--- src/rtl/melody_sequencer.sv ---
// Plays a host-written note list into tone_generator on a ms-tick timebase, else passes live buttons through.
// All outputs registered: play_start -> LOAD next cycle, first note one cycle later; no backpressure, stop aborts at once.
module melody_sequencer #(
  parameter int SEQ_DEPTH = 16,
  parameter int TICK_DIV  = 100000,
  parameter int DUR_UNIT  = 10,
  parameter int GAP_TICKS = 20,
  localparam int AW       = $clog2(SEQ_DEPTH)
) (
  input  logic          clk,
  input  logic          reset_n,
  input  logic [4:0]    buttons_in,
  input  logic [2:0]    live_vol,
  input  logic          play_start,
  input  logic          play_stop,
  input  logic          loop_en,
  input  logic          wr_en,
  input  logic [AW-1:0] wr_addr,
  input  logic [13:0]   wr_data,
  output logic [4:0]    tone_buttons,
  output logic [5:0]    tone_switches,
  output logic          tone_enable,
  output logic          busy,
  output logic [AW-1:0] cur_index,
  output logic          done
);

  localparam int unsigned NOTE_MAX = 255 * DUR_UNIT * TICK_DIV;
  localparam int unsigned GAP_CYC  = GAP_TICKS * TICK_DIV;
  localparam int unsigned CNT_MAX  = (NOTE_MAX > GAP_CYC) ? NOTE_MAX : GAP_CYC;
  localparam int CW_RAW            = $clog2(CNT_MAX + 1);
  localparam int CW                = (CW_RAW < 18) ? 18 : CW_RAW;
  localparam logic [13:0] END_MARK = 14'h3800;

  typedef enum logic [1:0] {S_IDLE, S_LOAD, S_NOTE, S_GAP} state_t;

  state_t        r_state, w_state_nxt;
  logic [13:0]   r_mem [SEQ_DEPTH];
  logic [AW-1:0] r_idx, w_idx_nxt;
  logic [CW-1:0] r_cnt, w_cnt_nxt;
  logic [4:0]    r_btn, w_btn_nxt;
  logic [5:0]    r_sw, w_sw_nxt;
  logic          r_en, w_en_nxt;
  logic          r_busy, w_busy_nxt;
  logic          r_done, w_done_nxt;

  logic [13:0]   w_entry;
  logic [2:0]    w_note;
  logic [2:0]    w_vol;
  logic [7:0]    w_dur;
  logic [4:0]    w_note_btn;
  logic [4:0]    w_live_btn;
  logic [CW-1:0] w_note_cyc;
  logic          w_last;

  assign w_entry    = r_mem[r_idx];
  assign w_note     = w_entry[13:11];
  assign w_vol      = w_entry[10:8];
  assign w_dur      = w_entry[7:0];
  assign w_live_btn = buttons_in & (~buttons_in + 5'd1);
  assign w_note_cyc = CW'(w_dur) * CW'(DUR_UNIT * TICK_DIV) - CW'(1);
  assign w_last     = (r_idx == AW'(SEQ_DEPTH - 1));

  always_comb begin
    w_note_btn = 5'd0;
    case (w_note)
      3'd1: w_note_btn = 5'b00001;
      3'd2: w_note_btn = 5'b00010;
      3'd3: w_note_btn = 5'b00100;
      3'd4: w_note_btn = 5'b01000;
      3'd5: w_note_btn = 5'b10000;
      default: w_note_btn = 5'd0;
    endcase
  end

  always_ff @(posedge clk or negedge reset_n) begin
    if (!reset_n) begin
      for (int i = 0; i < SEQ_DEPTH; i++) r_mem[i] <= END_MARK;
    end else if (wr_en) begin
      r_mem[wr_addr] <= wr_data;
    end
  end

  always_ff @(posedge clk or negedge reset_n) begin
    if (!reset_n) begin
      r_state <= S_IDLE;
      r_idx   <= '0;
      r_cnt   <= '0;
      r_btn   <= '0;
      r_sw    <= '0;
      r_en    <= 1'b0;
      r_busy  <= 1'b0;
      r_done  <= 1'b0;
    end else begin
      r_state <= w_state_nxt;
      r_idx   <= w_idx_nxt;
      r_cnt   <= w_cnt_nxt;
      r_btn   <= w_btn_nxt;
      r_sw    <= w_sw_nxt;
      r_en    <= w_en_nxt;
      r_busy  <= w_busy_nxt;
      r_done  <= w_done_nxt;
    end
  end

  always_comb begin
    w_state_nxt = r_state;
    w_idx_nxt   = r_idx;
    w_cnt_nxt   = r_cnt;
    w_btn_nxt   = r_btn;
    w_sw_nxt    = r_sw;
    w_en_nxt    = r_en;
    w_busy_nxt  = r_busy;
    w_done_nxt  = 1'b0;
    case (r_state)
      S_IDLE: begin
        w_btn_nxt  = w_live_btn;
        w_en_nxt   = |buttons_in;
        w_sw_nxt   = {live_vol, 3'b000};
        w_busy_nxt = 1'b0;
        if (play_start && !play_stop) begin
          w_state_nxt = S_LOAD;
          w_idx_nxt   = '0;
          w_busy_nxt  = 1'b1;
          w_btn_nxt   = '0;
          w_en_nxt    = 1'b0;
        end
      end
      S_LOAD: begin
        if (w_note == 3'd7) begin
          if (loop_en) begin
            w_idx_nxt = '0;
          end else begin
            w_state_nxt = S_IDLE;
            w_done_nxt  = 1'b1;
            w_busy_nxt  = 1'b0;
          end
        end else if (w_dur == 8'd0) begin
          if (w_last && !loop_en) begin
            w_state_nxt = S_IDLE;
            w_done_nxt  = 1'b1;
            w_busy_nxt  = 1'b0;
          end
          w_idx_nxt = r_idx + AW'(1);
        end else begin
          w_state_nxt = S_NOTE;
          w_cnt_nxt   = w_note_cyc;
          w_btn_nxt   = w_note_btn;
          w_en_nxt    = |w_note_btn;
          w_sw_nxt    = {w_vol, 3'b000};
        end
      end
      S_NOTE: begin
        if (r_cnt == '0) begin
          w_state_nxt = S_GAP;
          w_cnt_nxt   = CW'(GAP_CYC - 1);
          w_btn_nxt   = '0;
          w_en_nxt    = 1'b0;
        end else begin
          w_cnt_nxt = r_cnt - CW'(1);
        end
      end
      S_GAP: begin
        if (r_cnt == '0) begin
          w_state_nxt = S_LOAD;
          w_idx_nxt   = r_idx + AW'(1);
          if (w_last && !loop_en) begin
            w_state_nxt = S_IDLE;
            w_done_nxt  = 1'b1;
            w_busy_nxt  = 1'b0;
          end
        end else begin
          w_cnt_nxt = r_cnt - CW'(1);
        end
      end
      default: w_state_nxt = S_IDLE;
    endcase
    // Abort overrides everything: straight back to live pass-through, no done.
    if (r_state != S_IDLE && play_stop) begin
      w_state_nxt = S_IDLE;
      w_cnt_nxt   = '0;
      w_busy_nxt  = 1'b0;
      w_done_nxt  = 1'b0;
      w_btn_nxt   = w_live_btn;
      w_en_nxt    = |buttons_in;
      w_sw_nxt    = {live_vol, 3'b000};
    end
  end

  assign tone_buttons  = r_btn;
  assign tone_switches = r_sw;
  assign tone_enable   = r_en;
  assign busy          = r_busy;
  assign cur_index     = r_idx;
  assign done          = r_done;

endmodule

--- config.mk ---
export PLATFORM = sky130hd
export DESIGN_NAME = melody_sequencer
export DESIGN_NICKNAME = d
export VERILOG_FILES = /design/src/rtl/melody_sequencer.sv
export SDC_FILE = /design/constraint.sdc
export NUM_CORES = 1
export LEC_CHECK = 0
export CORE_MARGIN = 3
export CORE_UTILIZATION = 40
export DETAILED_ROUTE_END_ITERATION = 10
export HOLD_SLACK_MARGIN = 0.15
export PLACE_DENSITY = 0.66
export SYNTH_ARGS = -nofsm -noshare
export SYNTH_HDL_FRONTEND = slang
export SYNTH_SLANG_ARGS = --single-unit
--- constraint.sdc ---
create_clock -name clk -period 8.2 [get_ports clk]
set_input_delay 2.05 -clock clk [delete_from_list [all_inputs] [get_ports clk]]
set_output_delay 2.05 -clock clk [all_outputs]
set_load 0.03 [all_outputs]
==> run metrics <==
status finished, final reports clean; Worst Path Class, Setup reg2reg; post-route minimum period just under 7 ns; Die H 203.5 um; Synth async-reset ratio 100.0%; Synth area leader dfrtp_1; commonest non-fill, non-tap cell in the layout mux2_2; final hold vios 0; clock tree buffer depth 3; first-pass GRT wire length 59810 um; htree depth 1; critical path fanouts, max 34; crit path launch cur_index[0]; drt total wl 37010 um; antenna violations before repair 1; CTS Buf Count 29; post-cts sizing count 0; library cells used by synthesis 75; via/cell ratio 5.617; routed vias 10310; CTS Root Cell clkbuf_16; total number of yosys warnings 0; hold path start tone_buttons[3]; simple-gate area share of the yosys netlist under 10%; top_reg_cell synth dfrtp_1; proportion of synthesized area in mux cells ~27%; Post-Place Setup Slack approximately 1.4 ns; TNS Setup 0 ns; Inserted Diodes 0; Setup Viol. Count Final 0; Wirelength per Cell between 20 and 25 um; clk slew on worst S/H paths 0.06 ns; max_slew headroom 8.468%; layout cells sized above 1 a little under a third; worst hold path class reg2reg; Layout Utilization 45.90%; Die ar. ~41000 um2; compound-gate portion of the synthesized area 7.684%; GRT Total Usage 17.97%; Die W 203.5 um; max-slew violations 0; routed wl met2 17850 um; DP Area 16520 um2; Seq/Total Area, Yosys a little over two fifths; most frequent cells in the layout mux2_2, dfrtp_1, ha_1; Critical Path RT approximately 8.7 ns; vias in the first global route 10630; FF-to-FF Start cur_index[0]; worst-skew pair later-pin latency 0.57 ns; largest net degree at the start of global routing 162; CORE AREA around 38000 um2; Metal-1 WL 16780 um; synthesized instance count approximately 1300; DP Wirelength 24370 um; synth top area cells dfrtp_1, mux2_2, mux4_2, dfstp_2, ha_1; cts hold-fix bufs 0; Top Layer Used met5; synthesized flop and latch total between 200 and 300; initial core utilization 41.03%; XOR/XNOR share of the synthesized area 1.909%; area share of the largest cell type after synthesis 35.45%; mapped cell area approximately 16000 um2; Slew @ Worst Pin 1.373 ns; crit end category flop; DRC viols 0; RSZ-0062 raised after global routing false; Max-cap violations 0; clock sinks around 270; violation count after the first detailed-route iteration 588; CP startpoint kind flop; adder-cell share of the synthesized area 7.636%; grt total ovfl 0; Ports 50; postcts setup bufs 0; Port Buffer Count 46; fin worst setup slack 1.416 ns; row count 71; Max Clk Rate approximately 0.15 GHz; routed wl met3 1410 um; drt pass-1 iters 6; Post-Route Skew 0.01078 ns; RePlAce Congestion 0.8415; CTS tree done; main combinational cell family by area after synthesis multiplexers; final layout net count 1419; post-route ant nets 0; area grow syn2layout 11.86%; Arrival @ worst endpoint 7.29 ns; Post-synth EDFFs 0; Final period util 82.74%; final instance area 17450 um2; Syn Area/Cell 12.10 um2
-- layer usage --
metal,GRT usage [%],vias to the layer above
met5,0,-
met3,2.777,66
met2,30.14,197
met4,4.351,2
met1,24.69,5300
li1,-,4747
-- area by class of cell --
class / count / area [um2]
Clock inverter: 9 / 87.58
Sequential cell: 269 / 6798
Inverter: 53 / 198.9
Fill cell: 3483 / 20570
Tap cell: 511 / 639.4
Multi-Input combinational cell: 886 / 8275
Clock buffer: 45 / 845.8
Timing Repair Buffer: 63 / 605.6
-- metrics by stage --
stage | instances | hold slack [ns]
2_1_floorplan | 1291 | 0.4562
5_1_grt | 1836 | 0.5132
3_5_place_dp | 1782 | 0.4827
4_1_cts | 1836 | 0.4962
6_report | 1836 | 0.4906
3_3_place_gp | 1782 | 0.4664
-- state kept, by name (all words and copies together) (netlist names), 2 cells and up --
name / count
tone_switches: 3
r_mem: 224
tone_buttons: 5
r_cnt: 28
cur_index: 4
r_state: 2
-- cell usage after synthesis, drive strengths merged, types with 5 or more instances --
| cell type | instances |
|---|---|
| nand3b | 8 |
| buf | 17 |
| fa | 17 |
| xor2 | 15 |
| nand2 | 66 |
| or3 | 14 |
| o21ai | 58 |
| mux2 | 234 |
| nand3 | 27 |
| mux4 | 63 |
| mux2i | 14 |
| a21o | 10 |
| o22ai | 8 |
| nor2 | 66 |
| inv | 53 |
| nor2b | 6 |
| nor3 | 23 |
| a31oi | 9 |
| nand4 | 5 |
| nand2b | 10 |
| clkbuf | 66 |
| a21oi | 38 |
| nor4 | 6 |
| or4 | 5 |
| nor3b | 7 |
| a22o | 9 |
| and3 | 8 |
| xnor2 | 19 |
| o211ai | 7 |
| dfrtp | 221 |
| ha | 68 |
| dfstp | 48 |
-- worst paths after layout --
| check | slack (ns) | depth (start not counted) | to |
|---|---|---|---|
| max in group asynchronous | 5.23 | 2 | cur_index[2] |
| setup reg to reg | 1.42 | 20 | r_cnt[26] |
| setup / recovery | 1.42 | 20 | r_cnt[26] |
| hold / removal | 0.49 | 2 | tone_buttons[3] |
| min in group asynchronous | 1.52 | 1 | r_cnt[26] |
| hold reg to reg | 0.49 | 2 | tone_buttons[3] |
-- kinds of logic after synthesis --
group	Yosys count
other	1
flip-flops	269
AND/OR/NAND/NOR	270
XOR/XNOR	34
AO/OA/AOI/OAI	183
multiplexers	311
buffers and inverters	136
adder cells (fa/ha/maj)	85
-- worst max-delay path, stage by stage (launching register included) --
cell and delay [ns]:
dfrtp_4 0.86, mux4_2 0.59, mux2_2 0.29, o21ai_0 0.47
inv_1 0.28, ha_1 0.34, ha_1 0.30, fa_1 0.51
inv_1 0.06, fa_1 0.52, inv_1 0.04, ha_1 0.40
nand2_1 0.11, a211oi_1 0.40, a211oi_1 0.14, nor3b_1 0.44
nand4_1 0.15, nor4b_1 0.41, mux2i_1 0.24, o211ai_1 0.10
nand2_1 0.07
Power is left out: the tool's default activity adds up to more than one toggle a clock period on the data nets, which glitch-free logic cannot reach.
